`src/rtl/simple_ntt_pkg.sv`:
```
// rtl/simple_ntt_pkg.sv - shared FSM state codes, output-order mode codes and bit-reverse helper
// Contents:
//   ST_IDLE / ST_LOAD / ST_DRAIN  frame controller state encoding
//   MODE_NAT / MODE_BREV / MODE_REV / MODE_RSVD  output order codes
//   bit_rev(v, n)  reverse the low n bits of v (n in 1..10), upper bits zero
package simple_ntt_pkg;

  localparam logic [1:0] ST_IDLE  = 2'd0;
  localparam logic [1:0] ST_LOAD  = 2'd1;
  localparam logic [1:0] ST_DRAIN = 2'd2;

  localparam logic [1:0] MODE_NAT  = 2'd0;
  localparam logic [1:0] MODE_BREV = 2'd1;
  localparam logic [1:0] MODE_REV  = 2'd2;
  localparam logic [1:0] MODE_RSVD = 2'd3;

  // Reverse all ten bits, then shift the reversed low field back down to bit 0.
  function automatic logic [9:0] bit_rev(input logic [9:0] v, input int n);
    logic [9:0] r;
    r = {<<{v}};
    return r >> (10 - n);
  endfunction

endpackage

```
`src/rtl/ntt_frame_ram.sv`:
```
// rtl/ntt_frame_ram.sv - DEPTH x DATA_W frame buffer, one write port, one synchronous read port
// Ports:
//   clk, reset        clock; asynchronous active-high reset (read register only)
//   wr_en/wr_addr/wr_data  write port
//   rd_en/rd_addr     read request; rd_data updates on the next rising edge
//   rd_data           registered read data, holds while rd_en is low
module ntt_frame_ram #(
  parameter int DATA_W     = 32,
  parameter int DEPTH_LOG2 = 2
) (
  input  logic                  clk,
  input  logic                  reset,
  input  logic                  wr_en,
  input  logic [DEPTH_LOG2-1:0] wr_addr,
  input  logic [DATA_W-1:0]     wr_data,
  input  logic                  rd_en,
  input  logic [DEPTH_LOG2-1:0] rd_addr,
  output logic [DATA_W-1:0]     rd_data
);

  localparam int DEPTH = 2 ** DEPTH_LOG2;

  // Storage array is deliberately left out of reset.
  logic [DATA_W-1:0] mem [DEPTH];
  logic [DATA_W-1:0] rd_data_q;
  logic [DATA_W-1:0] rd_data_d;

  always_ff @(posedge clk) begin
    if (wr_en) begin
      mem[wr_addr] <= wr_data;
    end
  end

  // The read register doubles as the block's output data register, so it
  // holds its value whenever no new word is requested.
  always_comb begin
    rd_data_d = rd_data_q;
    if (rd_en) begin
      rd_data_d = mem[rd_addr];
    end
  end

  always_ff @(posedge clk or posedge reset) begin
    if (reset) begin
      rd_data_q <= '0;
    end else begin
      rd_data_q <= rd_data_d;
    end
  end

  assign rd_data = rd_data_q;

endmodule

```
`src/rtl/simple_ntt_stream.sv`:
```
// rtl/simple_ntt_stream.sv - frame buffer that reduces input samples and replays them in a selectable order
// Ports:
//   clk, reset            clock; asynchronous active-high reset
//   start, mode           begin a frame (IDLE only); output order latched on start
//   in_valid/in_data/in_ready     input sample stream (accepted in LOAD)
//   out_valid/out_data/out_ready  output sample stream (registered, DRAIN)
//   idle                  high in IDLE
//   done                  one-cycle pulse after the last output handshake
//   range_err             sticky: a sample of the current frame was >= 2*MODULUS
module simple_ntt_stream
  import simple_ntt_pkg::*;
#(
  parameter int          DATA_W     = 32,
  parameter int          DEPTH_LOG2 = 2,
  parameter int unsigned MODULUS    = 17
) (
  input  logic              clk,
  input  logic              reset,
  input  logic              start,
  input  logic [1:0]        mode,
  input  logic              in_valid,
  input  logic [DATA_W-1:0] in_data,
  output logic              in_ready,
  output logic              out_valid,
  output logic [DATA_W-1:0] out_data,
  input  logic              out_ready,
  output logic              idle,
  output logic              done,
  output logic              range_err
);

  localparam int AW    = DEPTH_LOG2;
  localparam int DEPTH = 2 ** DEPTH_LOG2;

  localparam logic [AW-1:0] WR_LAST = AW'(DEPTH - 1);
  localparam logic [AW:0]   RD_END  = (AW + 1)'(DEPTH);
  localparam logic [DATA_W:0] MOD_EXT     = (DATA_W + 1)'(MODULUS);
  localparam logic [DATA_W:0] TWO_MOD_EXT = MOD_EXT << 1;

  logic [1:0]        state_q,     state_d;
  logic [1:0]        mode_q,      mode_d;
  logic [AW-1:0]     wr_idx_q,    wr_idx_d;
  logic [AW:0]       rd_idx_q,    rd_idx_d;
  logic              out_valid_q, out_valid_d;
  logic              done_q,      done_d;
  logic              range_err_q, range_err_d;

  logic              wr_en;
  logic              rd_en;
  logic [DATA_W-1:0] wr_data;
  logic [AW-1:0]     rd_lin;
  logic [AW-1:0]     rd_addr;
  logic [DATA_W:0]   in_ext;

  // Single conditional subtraction; one extra bit keeps the compare exact
  // when MODULUS sits near the top of the DATA_W range.
  assign in_ext  = {1'b0, in_data};
  assign wr_data = (in_ext >= MOD_EXT) ? DATA_W'(in_ext - MOD_EXT) : in_data;

  assign rd_lin = rd_idx_q[AW-1:0];

  always_comb begin
    rd_addr = rd_lin;
    case (mode_q)
      MODE_BREV: rd_addr = AW'(bit_rev(10'(rd_lin), AW));
      MODE_REV:  rd_addr = WR_LAST - rd_lin;
      default:   rd_addr = rd_lin;
    endcase
  end

  always_comb begin
    state_d     = state_q;
    mode_d      = mode_q;
    wr_idx_d    = wr_idx_q;
    rd_idx_d    = rd_idx_q;
    out_valid_d = out_valid_q;
    range_err_d = range_err_q;
    done_d      = 1'b0;
    wr_en       = 1'b0;
    rd_en       = 1'b0;

    case (state_q)
      ST_IDLE: begin
        if (start) begin
          // Reserved order code behaves as natural order.
          mode_d      = (mode == MODE_RSVD) ? MODE_NAT : mode;
          wr_idx_d    = '0;
          rd_idx_d    = '0;
          range_err_d = 1'b0;
          state_d     = ST_LOAD;
        end
      end

      ST_LOAD: begin
        if (in_valid) begin
          wr_en    = 1'b1;
          wr_idx_d = wr_idx_q + 1'b1;
          if (in_ext >= TWO_MOD_EXT) begin
            range_err_d = 1'b1;
          end
          if (wr_idx_q == WR_LAST) begin
            state_d = ST_DRAIN;
          end
        end
      end

      ST_DRAIN: begin
        // rd_idx counts words fetched into the output register; a fetch is
        // allowed whenever that register is empty or being consumed.
        if ((rd_idx_q != RD_END) && (!out_valid_q || out_ready)) begin
          rd_en       = 1'b1;
          rd_idx_d    = rd_idx_q + 1'b1;
          out_valid_d = 1'b1;
        end else if (out_valid_q && out_ready) begin
          // Only reachable once every word has been fetched: this is the
          // final handshake of the frame.
          out_valid_d = 1'b0;
          done_d      = 1'b1;
          state_d     = ST_IDLE;
        end
      end

      default: begin
        state_d = ST_IDLE;
      end
    endcase
  end

  always_ff @(posedge clk or posedge reset) begin
    if (reset) begin
      state_q     <= ST_IDLE;
      mode_q      <= MODE_NAT;
      wr_idx_q    <= '0;
      rd_idx_q    <= '0;
      out_valid_q <= 1'b0;
      done_q      <= 1'b0;
      range_err_q <= 1'b0;
    end else begin
      state_q     <= state_d;
      mode_q      <= mode_d;
      wr_idx_q    <= wr_idx_d;
      rd_idx_q    <= rd_idx_d;
      out_valid_q <= out_valid_d;
      done_q      <= done_d;
      range_err_q <= range_err_d;
    end
  end

  ntt_frame_ram #(
    .DATA_W     (DATA_W),
    .DEPTH_LOG2 (DEPTH_LOG2)
  ) u_ram (
    .clk     (clk),
    .reset   (reset),
    .wr_en   (wr_en),
    .wr_addr (wr_idx_q),
    .wr_data (wr_data),
    .rd_en   (rd_en),
    .rd_addr (rd_addr),
    .rd_data (out_data)
  );

  assign out_valid = out_valid_q;
  assign done      = done_q;
  assign range_err = range_err_q;
  assign idle      = (state_q == ST_IDLE);
  assign in_ready  = (state_q == ST_LOAD);

endmodule

```
`config.mk`:
```
export PLATFORM = sky130hd
export DESIGN_NAME = simple_ntt_stream
export DESIGN_NICKNAME = d
export VERILOG_FILES = /design/src/rtl/simple_ntt_pkg.sv /design/src/rtl/ntt_frame_ram.sv /design/src/rtl/simple_ntt_stream.sv
export SDC_FILE = /design/constraint.sdc
export NUM_CORES = 1
export LEC_CHECK = 0
export BUFFER_PORTS_ARGS = -buffer_cell sky130_fd_sc_hd__buf_2
export CAP_MARGIN = 20
export CORE_MARGIN = 1.5
export CORE_UTILIZATION = 50
export CTS_CLUSTER_DIAMETER = 50
export DETAILED_ROUTE_END_ITERATION = 16
export GPL_TIMING_DRIVEN = 0
export PLACE_DENSITY = 0.72
export SLEW_MARGIN = 5
export SYNTH_ARGS = -nofsm -noshare
export SYNTH_HDL_FRONTEND = slang
export SYNTH_SLANG_ARGS = --single-unit
```
`constraint.sdc`:
```
create_clock -name clk -period 2.4 [get_ports clk]
set_input_delay 0.72 -clock clk [delete_from_list [all_inputs] [get_ports clk]]
set_output_delay 0.72 -clock clk [all_outputs]
set_load 0.02 [all_outputs]
```
==> flow_metrics.py <==
metrics = {
    "yosys": {
        "synth_compound_area_share_pct": 7.204,
        "synthAdderAreaFrac_pct": 1.873,
        "synth_xor_area_share_pct": 3.696,
        "synth_commonest_cells": "edfxtp_1 (128), mux2i_1 (65), dfrtp_1 (44)",
        "synth.top_cell.area_share_pct": 52.32,
        "synth_most_common_cell": "edfxtp_1",
        "synth_flop_cell": "edfxtp_1",
        "synthTopCellsByArea": "edfxtp_1 (52%), dfrtp_1 (15%), mux2i_1 (8.9%)",
        "synth_top_family_by_area": "multiplexers",
        "synth_edf_count": 128,
        "synth.area.mux_share_pct": 9.009,
        "ys_warn_count": 0,
        "yosys.area.top_type": "edfxtp_1",
        "synth.distinct_cells": 52,
        "synth-simple-area-share_pct": 8.702,
        "avgSynthCellArea_sq_um": 14.81,
        "netlist_instances": 496,
        "syn-cell-area_sq_mm": 0.007347,
        "synthArstFlopShare_pct": 25.58,
        "ys_ff_latch": 172,
        "yosysSeqAreaShare_pct": 67.30,
        "syn_nets": 546,
    },
    "timing": {
        "rsz0062_at_grt": "yes",
        "setup_viol": 128,
        "fmax_mhz": 370.4,
        "slew_headroom_pct": 45.67,
        "slew_viol_final": 0,
        "fin_hold_ws_ps": 324.3,
        "finalHoldViolations": 0,
        "finClkSkew_ps": 5.872,
        "min_period_ps": 2699,
        "period_share_pct": 112.5,
        "worst_slew_pin_slew_ps": 804.4,
        "setup_slack_ps": -299.4,
    },
    "placed_design": {
        "numPortBuffers": 75,
        "hpwl_mm": 10.70,
        "gp_congestion": 0.7890,
    },
    "die": {
        "start_util_pct": 50.94,
        "core_area_sq_mm": 0.01442,
        "die_area_sq_mm": 0.01543,
        "die_width_um": 124.2,
        "ioPinCount": 76,
        "die_h_um": 124.2,
        "row_count": 44,
    },
    "routing": {
        "drc_errors": 0,
        "drt-initial-drc-count": 397,
        "num_vias": 4847,
        "first_pass_iters": 5,
        "wl_mm": 17.55,
        "avgRoutedWirePerCell_um": 21.46,
        "via_per_inst": 5.925,
        "drtAntennaViolNets": 0,
    },
    "critical_path": {
        "worstSetupStartpointType": "input port",
        "cp.required_ps": 2620,
        "crit_path_end_kind": "register",
        "arrival_ps": 2920,
        "cp_max_fo": 5,
        "timing_worst_setup_path_type": "in2reg",
    },
    "min_path": {
        "hold_path_class": "in2async",
    },
    "clocking": {
        "postCtsHoldBufs": 0,
        "cts_buffer_depth": 2,
        "cts_tree": "built",
        "cts_made_buffers": 17,
        "htree_levels": 4,
        "cts_sinks": 172,
        "cts-root-buf": "clkbuf_16",
        "clk_pin_slew_ps": 60,
        "clk_latency_ps": 420,
    },
    "status": {
        "status": "finished, violations left",
        "violations": "setup timing",
    },
    "final_layout": {
        "final_util_pct": 66.13,
        "n_antenna_cell": 0,
        "fill_cells": 1011,
        "synthToLayoutAreaGrowth_pct": 29.82,
        "drive_above_1_share_pct": 35.33,
        "num-nets-final": 671,
    },
    "global_routing": {
        "grt_usage_pct": 22.76,
        "antenna_found_initial": 0,
        "grt_pass1_wl_mm": 26.27,
        "grt_pass1_vias": 4861,
        "grt-ovfl-total": 0,
        "grt_max_degree": 28,
    },
    "pwr": {
        "p_leak_uw": 0.003892,
        "sequentialPowerShare_pct": 40.1,
        "clock_power_share_pct": 26.7,
        "pwr-share-comb_pct": 33.3,
        "p_int_uw": 7130,
        "power.density_mw_per_mm2": 1110,
        "ir_drop_mv": 0.5941,
        "swShare_pct": 32.63,
        "power_switching_uw": 3453,
    },
    "flow_run": {
        "drv_cap": 0,
    },
}
[critical path: stages]
cell and delay [ps]:
buf_12 110, or4_4 550, or4_4 570, nor4_4 310, buf_6 170, buf_8 150
nor3_2 60, xor2_1 270
[stage by stage]
stage | power (uW) | cell area, sq um | std cells | setup TNS [ps] | worst slack (ps)
floorplan | 6544 | 7421 | 496 | -57720 | -618.6
global placement | 7488 | 8026 | 755 | -209760 | -1117
detailed placement | 7698 | 8154 | 760 | -139080 | -1162
CTS | 10570 | 9275 | 807 | -32570 | -442.8
global route | 11020 | 9538 | 818 | -32750 | -356.6
finish | 10580 | 9538 | 818 | -28110 | -299.4
[repair_timing]
item / 4_1_cts / 5_1_grt
gates resized for setup: 79 / 53
buffers inserted: 19 / 14
gates cloned: 1 / 0
pin swaps: 19 / 19
setup endpoints to repair: 160 / 161
[worst paths after layout]
kind / end / slack, ps / cells past startpoint / startpoint
worst max-delay path: u_ram.mem[1][31] / -300 / 8 / in_data[16]
min in group clk: u_ram.rd_data[3] / 480 / 2 / u_ram.rd_data[3]
worst min-delay path: u_ram.rd_data[8] / 320 / 2 / reset
max in group asynchronous: u_ram.rd_data[0] / 1540 / 3 / reset
worst max register to register: u_ram.rd_data[29] / 60 / 7 / rd_idx_q[0]
worst min register to register: u_ram.rd_data[3] / 480 / 2 / u_ram.rd_data[3]
[sequential cells by signal, indices dropped and copies added (netlist names)]
| register | cells |
|---|---|
| wr_idx_q | 2 |
| state_q | 2 |
| u_ram.mem | 128 |
| out_valid | 1 |
| u_ram.rd_data | 32 |
| done | 1 |
| range_err | 1 |
| rd_idx_q | 3 |
| mode_q | 2 |
[power groups by stage]
stage / Clock [uW] / Sequential (uW) / Combinational (uW)
after floorplan: 0 / 4520 / 2030
after global placement: 0 / 4270 / 3220
after detailed placement: 0 / 4260 / 3440
after CTS: 2850 / 4210 / 3510
after global routing: 2980 / 4300 / 3750
final: 2820 / 4240 / 3520
[kinds of logic after synthesis]
kind of cell | after synthesis
flops | 172
simple gates | 113
mux | 66
compound gates | 64
buf+inv | 39
xor+xnor | 31
fa+ha+maj | 11
[cell type report]
type / count / area [sq um] / area share (%)
flip-flops and latches: 172 / 4945 / 51.84
clock inverters: 9 / 142.6 / 1.495
clock buffers: 23 / 467.9 / 4.906
well taps: 184 / 230.2 / 2.414
multi-input cells: 285 / 2669 / 27.98
plain buffers: 18 / 110.1 / 1.154
inverters: 13 / 61.31 / 0.6428
repair buffers: 114 / 912.1 / 9.563
[metal layers]
metal	up-vias	routed length, um	GRT usage [%]	part of all wire (%)
met2	215	9088	37.94	52
met1	2458	7057	28.40	40
met5	-	0	0	0
li1	2142	-	-	-
met4	0	370	10.48	2.1
met3	32	1037	5.129	5.9
[layout by cell type, fill, tap and decap left out, types with 7 or more instances in the layout]
cell / instances
nor2_1: 16
inv_1: 11
o221ai_1: 32
xor2_2: 10
buf_2: 68
nand2_1: 38
o21ai_0: 7
clkbuf_1: 8
dfrtp_1: 44
xor2_1: 9
mux2i_1: 64
ha_1: 10
clkbuf_16: 17
buf_6: 19
edfxtp_1: 128
buf_4: 22
No activity file was read; power rests on OpenSTA's default activity.
